--- src/rtl/mmio_write_sink_if.sv ---
// MMIO request port and FIFO drain port of the write sink.
// Optional feature macro: MMIO_SINK_TS_EN adds the TsWidth parameter and the
// out_ts_o head timestamp signal.
interface mmio_write_sink_if #(
    parameter int AddrWidth = 31,
    parameter int DataWidth = 64,
    parameter int StrbWidth = 8
`ifdef MMIO_SINK_TS_EN
    ,
    parameter int TsWidth   = 32
`endif
);
    // CPU-side MMIO request
    logic                 mmio_req_i;
    logic                 mmio_we_i;
    logic [AddrWidth-1:0] mmio_addr_i;
    logic [DataWidth-1:0] mmio_wdata_i;
    logic [StrbWidth-1:0] mmio_strb_i;
    logic [DataWidth-1:0] mmio_rdata_o;

    // FIFO head / consumer handshake
    logic                 out_valid_o;
    logic                 out_ready_i;
    logic [AddrWidth-1:0] out_addr_o;
    logic [DataWidth-1:0] out_data_o;
    logic [StrbWidth-1:0] out_strb_o;
`ifdef MMIO_SINK_TS_EN
    logic [TsWidth-1:0]   out_ts_o;
`endif

`ifdef MMIO_SINK_TS_EN
    // Requester / consumer side
    modport master (
        output mmio_req_i, mmio_we_i, mmio_addr_i, mmio_wdata_i, mmio_strb_i, out_ready_i,
        input  mmio_rdata_o, out_valid_o, out_addr_o, out_data_o, out_strb_o, out_ts_o
    );
    // Sink side
    modport slave (
        input  mmio_req_i, mmio_we_i, mmio_addr_i, mmio_wdata_i, mmio_strb_i, out_ready_i,
        output mmio_rdata_o, out_valid_o, out_addr_o, out_data_o, out_strb_o, out_ts_o
    );
`else
    // Requester / consumer side
    modport master (
        output mmio_req_i, mmio_we_i, mmio_addr_i, mmio_wdata_i, mmio_strb_i, out_ready_i,
        input  mmio_rdata_o, out_valid_o, out_addr_o, out_data_o, out_strb_o
    );
    // Sink side
    modport slave (
        input  mmio_req_i, mmio_we_i, mmio_addr_i, mmio_wdata_i, mmio_strb_i, out_ready_i,
        output mmio_rdata_o, out_valid_o, out_addr_o, out_data_o, out_strb_o
    );
`endif
endinterface

--- src/rtl/mmio_write_sink.sv ---
// MMIO write sink: terminates the core's MMIO port, buffers every write in a
// first-word-fall-through FIFO for the bench to drain, raises a sticky stop
// flag on writes to StopAddr and a sticky error on any read.
// Optional feature macro: MMIO_SINK_TS_EN stores a free-running cycle
// timestamp with every entry and presents it on out_ts_o.
module mmio_write_sink #(
    parameter int                   AddrWidth = 31,
    parameter int                   DataWidth = 64,
    parameter int                   StrbWidth = 8,
    parameter int                   FifoDepth = 16,
    parameter logic [AddrWidth-1:0] StopAddr  = 'h0000100
`ifdef MMIO_SINK_TS_EN
    ,
    parameter int                   TsWidth   = 32
`endif
) (
    input  logic                           clk_i,
    input  logic                           rst_i,
    mmio_write_sink_if.slave               bus,
    output logic [$clog2(FifoDepth+1)-1:0] level_o,
    output logic                           stop_o,
    output logic [DataWidth-1:0]           stop_data_o,
    output logic                           overflow_o,
    output logic [15:0]                    drop_cnt_o,
    output logic                           read_err_o
);
    localparam int PtrW = $clog2(FifoDepth);
    localparam int LvlW = $clog2(FifoDepth + 1);
    localparam logic [LvlW-1:0] FullLevel = LvlW'(FifoDepth);

`ifdef MMIO_SINK_TS_EN
    localparam int TsBits = TsWidth;
`else
    localparam int TsBits = 0;
`endif
    // Entry layout, LSB first: [ts] strb data addr
    localparam int StrbLo = TsBits;
    localparam int DataLo = StrbLo + StrbWidth;
    localparam int AddrLo = DataLo + DataWidth;
    localparam int EntryW = AddrLo + AddrWidth;

    logic [EntryW-1:0] mem [FifoDepth];
    logic [EntryW-1:0] wr_entry;
    logic [EntryW-1:0] head_entry;

    logic [PtrW-1:0] wr_ptr_reg, rd_ptr_reg;
    logic [LvlW-1:0] level_reg, level_next;
    logic            stop_reg, overflow_reg, read_err_reg;
    logic [DataWidth-1:0] stop_data_reg;
    logic [15:0]     drop_cnt_reg;

    logic push_req, read_req, is_stop, fifo_full, fifo_empty;
    logic push, pop, drop;

`ifdef MMIO_SINK_TS_EN
    logic [TsWidth-1:0] ts_reg;

    // Free-running cycle counter sampled into each pushed entry
    always_ff @(posedge clk_i or posedge rst_i) begin
        if (rst_i) ts_reg <= '0;
        else       ts_reg <= ts_reg + TsWidth'(1);
    end
`endif

    // Request decode and FIFO accept/drop decisions
    always_comb begin
        push_req   = bus.mmio_req_i & bus.mmio_we_i;
        read_req   = bus.mmio_req_i & ~bus.mmio_we_i;
        is_stop    = push_req && (bus.mmio_addr_i == StopAddr);
        fifo_full  = (level_reg == FullLevel);
        fifo_empty = (level_reg == '0);
        pop        = ~fifo_empty & bus.out_ready_i;
        // A full FIFO still takes a write when the head leaves on the same edge
        push       = push_req & (~fifo_full | pop);
        drop       = push_req & fifo_full & ~pop;
        level_next = level_reg;
        case ({push, pop})
            2'b10:   level_next = level_reg + LvlW'(1);
            2'b01:   level_next = level_reg - LvlW'(1);
            default: level_next = level_reg;
        endcase
    end

    // Pack the incoming write into one storage word
    always_comb begin
`ifdef MMIO_SINK_TS_EN
        wr_entry = {bus.mmio_addr_i, bus.mmio_wdata_i, bus.mmio_strb_i, ts_reg};
`else
        wr_entry = {bus.mmio_addr_i, bus.mmio_wdata_i, bus.mmio_strb_i};
`endif
    end

    // Storage array; no reset so it maps onto distributed RAM
    always_ff @(posedge clk_i) begin
        if (push) mem[wr_ptr_reg] <= wr_entry;
    end

    // Pointers and occupancy; pointers wrap naturally at FifoDepth
    always_ff @(posedge clk_i or posedge rst_i) begin
        if (rst_i) begin
            wr_ptr_reg <= '0;
            rd_ptr_reg <= '0;
            level_reg  <= '0;
        end else begin
            if (push) wr_ptr_reg <= wr_ptr_reg + PtrW'(1);
            if (pop)  rd_ptr_reg <= rd_ptr_reg + PtrW'(1);
            level_reg <= level_next;
        end
    end

    // Sticky status flags and saturating drop counter
    always_ff @(posedge clk_i or posedge rst_i) begin
        if (rst_i) begin
            stop_reg      <= 1'b0;
            stop_data_reg <= '0;
            overflow_reg  <= 1'b0;
            read_err_reg  <= 1'b0;
            drop_cnt_reg  <= '0;
        end else begin
            if (is_stop) begin
                stop_reg <= 1'b1;
                // First stop write wins
                if (!stop_reg) stop_data_reg <= bus.mmio_wdata_i;
            end
            if (read_req) read_err_reg <= 1'b1;
            if (drop) begin
                overflow_reg <= 1'b1;
                if (drop_cnt_reg != 16'hFFFF) drop_cnt_reg <= drop_cnt_reg + 16'd1;
            end
        end
    end

    // Fall-through head: combinational read of the entry at the read pointer;
    // fields are forced to zero while empty so reset drives all outputs low
    assign head_entry       = mem[rd_ptr_reg];
    assign bus.out_valid_o  = ~fifo_empty;
    assign bus.out_addr_o   = fifo_empty ? '0 : head_entry[AddrLo +: AddrWidth];
    assign bus.out_data_o   = fifo_empty ? '0 : head_entry[DataLo +: DataWidth];
    assign bus.out_strb_o   = fifo_empty ? '0 : head_entry[StrbLo +: StrbWidth];
`ifdef MMIO_SINK_TS_EN
    assign bus.out_ts_o     = fifo_empty ? '0 : head_entry[0 +: TsWidth];
`endif
    assign bus.mmio_rdata_o = '0;

    assign level_o     = level_reg;
    assign stop_o      = stop_reg;
    assign stop_data_o = stop_data_reg;
    assign overflow_o  = overflow_reg;
    assign drop_cnt_o  = drop_cnt_reg;
    assign read_err_o  = read_err_reg;

endmodule

--- src/flat_wrapper.sv ---
// flat-port wrapper written by rule: the top's interface ports become plain ports
module mmio_write_sink_flat 
#(
    parameter int                   AddrWidth = 31,
    parameter int                   DataWidth = 64,
    parameter int                   StrbWidth = 8,
    parameter int                   FifoDepth = 16,
    parameter logic [AddrWidth-1:0] StopAddr  = 'h0000100

)
  (clk_i, rst_i, level_o, stop_o, stop_data_o, overflow_o, drop_cnt_o, read_err_o, bus_mmio_req_i, bus_mmio_we_i, bus_mmio_addr_i, bus_mmio_wdata_i, bus_mmio_strb_i, bus_out_ready_i, bus_mmio_rdata_o, bus_out_valid_o, bus_out_addr_o, bus_out_data_o, bus_out_strb_o);
  mmio_write_sink_if #(.AddrWidth(AddrWidth), .DataWidth(DataWidth), .StrbWidth(StrbWidth)) bus_i ();
  input  logic clk_i;
  input  logic rst_i;
  output logic [$clog2(FifoDepth+1)-1:0] level_o;
  output logic stop_o;
  output logic [DataWidth-1:0] stop_data_o;
  output logic overflow_o;
  output logic [15:0] drop_cnt_o;
  output logic read_err_o;
  input wire logic [$bits(bus_i.mmio_req_i)-1:0] bus_mmio_req_i;
  input wire logic [$bits(bus_i.mmio_we_i)-1:0] bus_mmio_we_i;
  input wire logic [$bits(bus_i.mmio_addr_i)-1:0] bus_mmio_addr_i;
  input wire logic [$bits(bus_i.mmio_wdata_i)-1:0] bus_mmio_wdata_i;
  input wire logic [$bits(bus_i.mmio_strb_i)-1:0] bus_mmio_strb_i;
  input wire logic [$bits(bus_i.out_ready_i)-1:0] bus_out_ready_i;
  output wire logic [$bits(bus_i.mmio_rdata_o)-1:0] bus_mmio_rdata_o;
  output wire logic [$bits(bus_i.out_valid_o)-1:0] bus_out_valid_o;
  output wire logic [$bits(bus_i.out_addr_o)-1:0] bus_out_addr_o;
  output wire logic [$bits(bus_i.out_data_o)-1:0] bus_out_data_o;
  output wire logic [$bits(bus_i.out_strb_o)-1:0] bus_out_strb_o;
  assign bus_i.mmio_req_i = bus_mmio_req_i;
  assign bus_i.mmio_we_i = bus_mmio_we_i;
  assign bus_i.mmio_addr_i = bus_mmio_addr_i;
  assign bus_i.mmio_wdata_i = bus_mmio_wdata_i;
  assign bus_i.mmio_strb_i = bus_mmio_strb_i;
  assign bus_i.out_ready_i = bus_out_ready_i;
  assign bus_mmio_rdata_o = bus_i.mmio_rdata_o;
  assign bus_out_valid_o = bus_i.out_valid_o;
  assign bus_out_addr_o = bus_i.out_addr_o;
  assign bus_out_data_o = bus_i.out_data_o;
  assign bus_out_strb_o = bus_i.out_strb_o;
  mmio_write_sink #(.AddrWidth(AddrWidth), .DataWidth(DataWidth), .StrbWidth(StrbWidth), .FifoDepth(FifoDepth), .StopAddr(StopAddr)) u_core (.clk_i(clk_i), .rst_i(rst_i), .bus(bus_i), .level_o(level_o), .stop_o(stop_o), .stop_data_o(stop_data_o), .overflow_o(overflow_o), .drop_cnt_o(drop_cnt_o), .read_err_o(read_err_o));
endmodule
--- config.mk ---
export PLATFORM = sky130hd
export DESIGN_NAME = mmio_write_sink_flat
export DESIGN_NICKNAME = d
export VERILOG_FILES = /design/src/rtl/mmio_write_sink_if.sv /design/src/rtl/mmio_write_sink.sv /design/src/flat_wrapper.sv
export SDC_FILE = /design/constraint.sdc
export NUM_CORES = 1
export LEC_CHECK = 0
export ABC_AREA = 0
export CAP_MARGIN = 20
export CORE_MARGIN = 2
export CORE_UTILIZATION = 30
export CTS_CLUSTER_DIAMETER = 60
export DETAILED_ROUTE_END_ITERATION = 8
export PLACE_DENSITY = 0.42
export SYNTH_ARGS = -nofsm -noshare
export SYNTH_HDL_FRONTEND = slang
export SYNTH_SLANG_ARGS = --single-unit
--- constraint.sdc ---
create_clock -name clk_i -period 15.1 [get_ports clk_i]
set_input_delay 4.53 -clock clk_i [delete_from_list [all_inputs] [get_ports clk_i]]
set_output_delay 4.53 -clock clk_i [all_outputs]
set_load 0.005 [all_outputs]
# After elaboration in Yosys (flattened, before gate mapping)
# Memory sizes are Yosys's and may differ from the RTL's.
# Cells that the tools add are included.
# classes
n_addsub,5
reduce_logical,5
n_eq_ne,5
bitwise,12
n_mux,6
# op_table
op,count
two-way mux 64 bit,1
"equality test 31 x 9 -> 1 bit, second input constant",1
two-way mux 31 bit,1
"adder 16 x 1 -> 16 bit, second input constant",1
"inequality test 16 bit, second input constant",1
case mux 5 bit (2 select lines),1
"adder 4 x 1 -> 4 bit, second input constant",2
two-way mux 8 bit,1
AND 1 bit,6
"adder 5 x 1 -> 5 bit, second input constant",1
"equality test 5 bit, second input constant",1
zero test 5 bit,1
inverter 1 bit,5
"subtractor 5 x 1 -> 5 bit, second input constant",1
AND reduction 2 bit,2
"equality test 2 x 1 -> 1 bit, second input constant",1
"equality test 2 bit, second input constant",1
two-way mux 1 bit,2
nonzero test 2 bit,1
logical AND 1 bit,1
bitwise OR 1 bit,1
# totals
in_bits,108
out_inout_bits,256
word_cells,42
memories,1
ram_bits,1648
reg_bits,96
# memory_table
memory,depth,word_bits,rd,rd_clocked_by_memory_dff,write_ports,line_no,text
u_core.mem,16,103,1,0,1,mmio_write_sink.sv:42,logic [EntryW-1:0] mem [FifoDepth];

# Depth between registers and ports, before layout
# Gate-level depths: netlist (run 1).
# logic_depth
ltp_word,7
ltp_mapped,10
ltp_nobuf,9

# Least setup slack after synthesis (run 1)
# OpenSTA, ideal clock, no wires.
# synth_path
path_kind,input port to flip-flop
startpoint,in bus_mmio_req_i
endpoint,mem u_core.mem[3][0] (netlist bit) (enable)
path_stages,4
required_ps,14410
path_buffers,0
slack_ps,2156
setup_time_ps,690
t_arrival_ps,12254
cell_sequence,nand2_2 > a31oi_1 > nand2_1 > nor3_1
# synth_between
elab_chain_len,4
# synth_lines
item,line_no,text
from (decl),flat_wrapper.sv:21,input wire logic [$bits(bus_i.mmio_req_i)-1:0] bus_mmio_req_i;
AND 1 bit,mmio_write_sink.sv:67,push_req = bus.mmio_req_i & bus.mmio_we_i;
AND 1 bit,mmio_write_sink.sv:74,push = push_req & (~fifo_full | pop);
two-way mux 1 bit,mmio_write_sink.sv:95,if (push) mem[wr_ptr_reg] <= wr_entry;
two-way mux 1 bit (implied by the code),mmio_write_sink.sv:95,
to (decl),mmio_write_sink.sv:42,
# Every way passes these cells.

# Worst setup path in the final report (run 1)
# layout_path
startpoint,reg u_core.rd_ptr_reg[1]
endpoint,out bus_out_strb_o[7]
# layout_between
elab_chain_len,2
# layout_lines
item,line_no,text
from (decl),mmio_write_sink.sv:46,"logic [PtrW-1:0] wr_ptr_reg, rd_ptr_reg;"
from (signal assigned),mmio_write_sink.sv:106,if (pop) rd_ptr_reg <= rd_ptr_reg + PtrW'(1);
memory read (16 x 103 bit),-,
two-way mux 8 bit,mmio_write_sink.sv:139,assign bus.out_strb_o = fifo_empty ? '0 : head_entry[StrbLo +: StrbWidth];
to (decl),flat_wrapper.sv:31,output wire logic [$bits(bus_i.out_strb_o)-1:0] bus_out_strb_o;
# Every way passes these cells.

==> results of run 1 <==
## metrics by stage
step	cell area [um^2]	std cells
after CTS	80070	6460
after global routing	80170	6468
after global placement	73470	6086
after detailed placement	73760	6097
final	80170	6471
after floorplan	67320	2956
## how the worst max path moves through the flow
stage / start / slack, ns / end
floorplan: bus_mmio_req_i / 2.16 / u_core.mem[3][0]
CTS: u_core.rd_ptr_reg[0] / 4.89 / bus_out_addr_o[6]
detailed placement: u_core.rd_ptr_reg[0] / 5.81 / bus_out_addr_o[6]
global placement: bus_mmio_addr_i[29] / 4.91 / u_core.stop_data_o[54]
global route: u_core.rd_ptr_reg[0] / 4.96 / bus_out_strb_o[3]
finish: u_core.rd_ptr_reg[1] / 5.35 / bus_out_strb_o[7]
## layout by cell type, fill, tap and decap left out, drive strengths merged, types with 2 or more instances in the layout
cell type	instances
edfxtp	1648
mux4	412
clkdlybuf4s50	299
clkbuf	246
mux2i	208
o22ai	105
dfrtp	96
buf	83
clkinv	73
mux2	65
conb	64
nor2	23
nand2	20
bufinv	18
inv	18
xnor2	15
clkinvlp	14
xor2	12
nand4	11
nand3	9
diode	8
nor4	8
ha	7
nor3	6
nand2b	4
and4	3
nor4b	2
a31oi	2
and3	2
o21ai	2
o31ai	2
or4	2
## kinds of logic after synthesis
family                     after synthesis
buffers and inverters                  219
muxes                                  685
xor gates and xnor gates                27
DFF                                   1744
other                                    1
adders and majority gates                7
AOI/OAI and AO/OA                      114
and+or+nand+nor                         96
## power by group through the flow
stage	combinational [mW]	sequential (mW)	clock (mW)
4_1_cts	4.18	5.73	4.79
3_3_place_gp	4.13	5.82	0
3_5_place_dp	4.16	5.83	0
2_1_floorplan	2.49	5.73	0
5_1_grt	4.35	5.75	4.97
6_report	4.05	5.72	4.66
## per-layer routing
layer  vias up  wire length [um]  share of wire, %
li1      13000                 -                 -
met1     17180             78090                43
met2       856             90200                50
met3       291              8103               4.5
met4         4              4892               2.7
met5         -                23             0.013
## final cells by class
type                            instances  area (um^2)  share of cell area [%]
Clock buffer                          246         5184                   6.466
Clock inverter                        117         1129                   1.408
Timing Repair Buffer                  382         3926                   4.897
Antenna cell                            8        20.02                 0.02497
Multi-Input combinational cell        993        14260                   17.79
Sequential cell                      1744        51900                   64.74
Inverter                                6        27.53                 0.03433
Tap cell                             2975         3722                   4.643
==> flow_metrics.env, run 1 <==
export IMPL_buffer_ports_inserted=299
export IMPL_gr_total_overflow=0
export IMPL_drt_wl_total_um=181300
export IMPL_setup_ws_ns=5.346
export IMPL_critical_path_reg2reg_startpoint="u_core.level_o[1]"
export IMPL_post_cts_setup_buffer_count=0
export IMPL_netSwitchingPower_mw=4.205
export IMPL_finalCoreUtilization_pct=36.07
export IMPL_critical_path_max_stage_delay_ns=0.93
export IMPL_syn2layout_area_growth_pct=19.52
export IMPL_cts_made_buffers=194
export IMPL_netlist_top_cell_by_area="sky130_fd_sc_hd__edfxtp_1"
export IMPL_pin_count=364
export IMPL_drc=0
export IMPL_groute_layer_met3_usage_pct=2.646
export IMPL_synth_area_per_cell_um2=23.19
export IMPL_drt_initial_drc_count=2548
export IMPL_peakVddDrop_mv=0.1490
export IMPL_path_buf_inv=3
export IMPL_post_cts_resized=0
export IMPL_timing_max_cap_violations=0
export IMPL_synth_largest_type_area_fraction_pct=73.77
export IMPL_critical_path_top_delay_family="buffers and inverters"
export IMPL_r2r_slack_ns=11.00
export IMPL_synthesis_area_um2=67080
export IMPL_ys_warn_count=0
export IMPL_min_from="u_core.overflow_o"
export IMPL_layout_drive_gt1_share_pct=25.03
export IMPL_synth_top_family_by_area="multiplexers"
export IMPL_rsz0062_at_grt="false"
export IMPL_final_nets=3436
export IMPL_timing_worst_slew_pin_value_ns=1.119
export IMPL_synthXorXnorAreaFrac_pct=0.3525
export IMPL_drtPass1Iterations=5
export IMPL_fmax_ghz=0.1025
export IMPL_ant_nets=0
export IMPL_chipHeight_um=476.9
export IMPL_timing_hold_worst_path_depth=1
export IMPL_timing_max_transition_violations_final=0
export IMPL_clock_tree_htree_level_count=4
export IMPL_internal_power_mw=10.23
export IMPL_placement_setup_worst_slack_ns=5.805
export IMPL_worst_path_arrival_time_ns=5.22
export IMPL_vias=31330
export IMPL_power_leakage_nw=25.69
export IMPL_power_clock_fraction_pct=32.3
export IMPL_timing_critical_path_cells="buf_12 > buf_4 > mux4_2 > mux2i_1 > o22ai_1 > clkdlybuf4s50_1"
export IMPL_die_area_um2=227400
export IMPL_synth_compound_area_share_pct=1.072
export IMPL_wire_length_of_the_first_global_routing_pass_um=255000
export IMPL_critical_path_required_ns=10.57
export IMPL_crit_path_end_kind="primary output"
export IMPL_share_comb_of_total_power_pct=28.1
export IMPL_post_layout_total_power_mw=14.43
export IMPL_post_drt_via_cell_ratio=4.842
export IMPL_finalSetupViolCount=0
export IMPL_timing_hold_violations_final=0
export IMPL_antenna_violations_before_repair=14
export IMPL_ys_flop_type="sky130_fd_sc_hd__edfxtp_1"
export IMPL_period_share_pct=64.60
export IMPL_max_slew_margin_pct=25.40
export IMPL_cts_tree="yes"
export IMPL_synth_edff_count=1648
export IMPL_timing_setup_tns_ns=0
export IMPL_period_needed_ns=9.754
export IMPL_path_clk_slew_ns=0.06
export IMPL_globalplace_congestion=0.7062
export IMPL_std_cell_rows=173
export IMPL_yosys_cell_count_top_type="sky130_fd_sc_hd__edfxtp_1"
export IMPL_netlist_top_cells_area="sky130_fd_sc_hd__edfxtp_1, sky130_fd_sc_hd__mux4_2, sky130_fd_sc_hd__dfrtp_1"
export IMPL_cts_hold_buffers_added=0
export IMPL_power_per_cell_area_nw_per_um2=180.0
export IMPL_gr_usage_met2_pct=26.58
export IMPL_swShare_pct=29.13
export IMPL_detailedPlacementHpwl_um=95440
export IMPL_gr_usage_all_layers_pct=15.78
export IMPL_r2r_cells=6
export IMPL_result_of_the_run="finished clean"
export IMPL_worstSkewPairLatency_ns=0.85
export IMPL_synthMuxAreaShare_pct=18.36
export IMPL_synth_distinct_cells=47
export IMPL_worstHoldPathType="reg -> reg"
export IMPL_area_of_the_core_um2=222300
export IMPL_timing_worst_setup_path_type="reg -> out"
export IMPL_cp_slowest_cell="sky130_fd_sc_hd__dfrtp_4"
export IMPL_cts_buffer_depth=3
export IMPL_top_post_synthesis_cells_by_count="sky130_fd_sc_hd__edfxtp_1, sky130_fd_sc_hd__mux4_2, sky130_fd_sc_hd__mux2i_1, sky130_fd_sc_hd__o22ai_1, sky130_fd_sc_hd__dfrtp_1"
export IMPL_cts_sink_count=1744
export IMPL_grt_start_max_net_pins=155
export IMPL_number_of_flip_flops_in_the_largest_register=1648
export IMPL_worstHoldEndpoint="u_core.overflow_o"
export IMPL_initial_core_util_pct=30.18
export IMPL_wire_per_inst_um=28.02
export IMPL_fillCellCount=20330
export IMPL_synth_sequential_area_ratio_pct=77.35
export IMPL_rr_endpoint="u_core.mem[3][63]"
export IMPL_power_frac_seq_pct=39.7
export IMPL_groute_layer_met1_usage_pct=20.76
export IMPL_largest_register="u_core.mem"
export IMPL_critical_path_peak_fanout=154
export IMPL_synth_async_sr_flop_share_pct=5.505
export IMPL_timing_critical_path_depth=6
export IMPL_synth_fa_ha_area_share_pct=0.1306
export IMPL_busiest_layer="met2"
export IMPL_critPathLaunchType="flop"
export IMPL_synth_simple_gate_area_share_pct=0.7908
export IMPL_chipWidth_um=476.9
export IMPL_ys_ff_latch=1744
export IMPL_vias_in_the_first_global_route=33580
export IMPL_fin_worst_skew_ns=0.05348
export IMPL_hold_slack_ns=0.4823
export IMPL_number_of_instances_in_the_synthesized_netlist=2893
export IMPL_cts_root_buf="sky130_fd_sc_hd__clkbuf_16"
Note: power is estimated with default switching activity, not from simulation.
==> inputs of run 2 (changes only) <==
--- a/config.mk
+++ b/config.mk
@@ -11,7 +11,7 @@
 export CORE_UTILIZATION = 30
 export CTS_CLUSTER_DIAMETER = 60
 export DETAILED_ROUTE_END_ITERATION = 8
-export PLACE_DENSITY = 0.42
+export PLACE_DENSITY = 0.43
 export SYNTH_ARGS = -nofsm -noshare
 export SYNTH_HDL_FRONTEND = slang
 export SYNTH_SLANG_ARGS = --single-unit
==> constraint.sdc (replaced) <==
create_clock -name clk_i -period 8.92 [get_ports clk_i]
set_input_delay 2.676 -clock clk_i [delete_from_list [all_inputs] [get_ports clk_i]]
set_output_delay 2.676 -clock clk_i [all_outputs]
set_load 0.005 [all_outputs]
==> flow_metrics.env, run 2 (synthesis gave the netlist of run 1 again) <==
export IMPL_result_of_the_run="finished clean"
export IMPL_drt_initial_drc_count=2399
export IMPL_drc=0
export IMPL_largest_register="u_core.mem"
export IMPL_cts_hold_buffers_added=0
export IMPL_wire_length_of_the_first_global_routing_pass_um=248800
export IMPL_path_clk_slew_ns=0.06
export IMPL_chipWidth_um=476.9
export IMPL_std_cell_rows=173
export IMPL_power_leakage_nw=25.75
export IMPL_drt_wl_total_um=173000
export IMPL_initial_core_util_pct=30.18
export IMPL_wire_per_inst_um=26.77
export IMPL_crit_path_end_kind="primary output"
export IMPL_placement_setup_worst_slack_ns=2.074
export IMPL_netSwitchingPower_mw=7.123
export IMPL_timing_critical_path_cells="or4_4 > nor2_4 > inv_2 > nand2b_4 > buf_12 > o22ai_1 > clkdlybuf4s50_1"
export IMPL_power_frac_seq_pct=39.3
export IMPL_vias=30710
export IMPL_power_per_cell_area_nw_per_um2=304.2
export IMPL_buffer_ports_inserted=299
export IMPL_peakVddDrop_mv=0.3560
export IMPL_pin_count=364
export IMPL_cts_buffer_depth=3
export IMPL_period_needed_ns=6.792
export IMPL_grt_start_max_net_pins=104
export IMPL_internal_power_mw=17.32
export IMPL_critical_path_required_ns=6.24
export IMPL_rsz0062_at_grt="false"
export IMPL_finalCoreUtilization_pct=36.13
export IMPL_timing_hold_violations_final=0
export IMPL_worstHoldPathType="reg -> reg"
export IMPL_ant_nets=0
export IMPL_cts_root_buf="sky130_fd_sc_hd__clkbuf_16"
export IMPL_gr_total_overflow=0
export IMPL_detailedPlacementHpwl_um=89630
export IMPL_drtPass1Iterations=5
export IMPL_final_common_cell="sky130_fd_sc_hd__edfxtp_1"
export IMPL_cts_made_buffers=195
export IMPL_timing_max_cap_violations=0
export IMPL_worstSkewPairLatency_ns=0.83
export IMPL_antenna_violations_before_repair=13
export IMPL_clock_tree_htree_level_count=4
export IMPL_area_of_the_core_um2=222300
export IMPL_worst_path_arrival_time_ns=4.12
export IMPL_critical_path_peak_fanout=60
export IMPL_timing_setup_tns_ns=0
export IMPL_post_drt_via_cell_ratio=4.751
export IMPL_post_cts_resized=0
export IMPL_cts_tree="yes"
export IMPL_fin_worst_skew_ns=0.02989
export IMPL_final_nets=3433
export IMPL_syn2layout_area_growth_pct=19.74
export IMPL_vias_in_the_first_global_route=32970
export IMPL_critical_path_max_stage_delay_ns=0.62
export IMPL_swShare_pct=29.15
export IMPL_setup_ws_ns=2.128
export IMPL_cp_slowest_cell="sky130_fd_sc_hd__or4_4"
export IMPL_layout_drive_gt1_share_pct=24.87
export IMPL_timing_worst_setup_path_type="reg -> out"
export IMPL_post_cts_setup_buffer_count=0
export IMPL_critPathLaunchType="flop"
export IMPL_timing_max_transition_violations_final=0
export IMPL_power_clock_fraction_pct=32.5
export IMPL_timing_worst_slew_pin_value_ns=1.064
export IMPL_globalplace_congestion=0.6766
export IMPL_max_slew_margin_pct=29.05
export IMPL_mostFrequentLayoutCells="sky130_fd_sc_hd__edfxtp_1, sky130_fd_sc_hd__mux4_2, sky130_fd_sc_hd__clkdlybuf4s50_1"
export IMPL_post_layout_nonfiller_instances=6463
export IMPL_finalSetupViolCount=0
export IMPL_die_area_um2=227400
export IMPL_inst_count_dp=6094
export IMPL_fmax_ghz=0.1472
export IMPL_period_share_pct=76.14
export IMPL_number_of_flip_flops_in_the_largest_register=1648
export IMPL_gr_usage_all_layers_pct=15.15
export IMPL_chipHeight_um=476.9
export IMPL_share_comb_of_total_power_pct=28.3
export IMPL_cts_sink_count=1744
run 2: cell types whose count changed in the layout (fill, tap and decap cells not counted), sizes merged:
cell and delta:
diode -6, bufinv -3, buf -4, clkinvlp -12
clkinv +15, inv +2
run 2: path summary, 6_finish.rpt:
kind                                          end         startpoint  slack (ns)  depth (start not counted)
hold / removal                  u_core.read_err_o  u_core.read_err_o        0.47                          1
max in group asynchronous    u_core.rd_ptr_reg[3]              rst_i        5.17                          3
setup reg to reg                u_core.mem[3][61]  u_core.level_o[1]        5.06                          7
setup / recovery               bus_out_data_o[13]  u_core.level_o[1]        2.13                          7
hold reg to reg                 u_core.read_err_o  u_core.read_err_o        0.47                          1
min in group asynchronous  u_core.stop_data_o[32]              rst_i        2.35                          2
run 2: final cells by class:
class,instances,area [um^2]
flip-flops and latches,1744,51900
diodes,2,5.005
repair buffers,378,4019
well taps,2975,3722
clock inverters,119,1130
inverters,6,27.53
multi-input cells,993,14300
clock buffers,246,5226
fillers,20520,142000
run 2: per-layer routing:
metal	routed length (um)	GRT usage (%)	vias up
met4	3230	3.725	6
met3	6537	2.550	222
li1	-	-	12980
met1	78450	20.83	16790
met2	84780	24.98	702
met5	35	0	-
run 2: metrics by stage:
stage	total power [mW]	cell area [um^2]	hold WS [ns]
2_1_floorplan	13.89	67340	0.4510
3_3_place_gp	16.94	73910	0.4577
3_5_place_dp	16.93	73920	0.4469
4_1_cts	24.96	80280	0.4621
5_1_grt	25.59	80320	0.4998
6_report	24.44	80330	0.4658
run 2: worst max-delay path, delay by kind of cell (launching register included):
family | cells | cell delay [ns]
flip-flops | 1 | 0.49
buffers and inverters | 3 | 1.13
AO/OA/AOI/OAI | 1 | 0.38
AND/OR/NAND/NOR | 3 | 1.17
run 2: power by group through the flow:
stage | registers [mW] | clock network [mW] | logic (mW)
2_1_floorplan | 9.68 | 0 | 4.21
3_5_place_dp | 9.78 | 0 | 7.15
4_1_cts | 9.61 | 8.18 | 7.17
5_1_grt | 9.64 | 8.50 | 7.45
3_3_place_gp | 9.77 | 0 | 7.17
6_report | 9.60 | 7.93 | 6.90
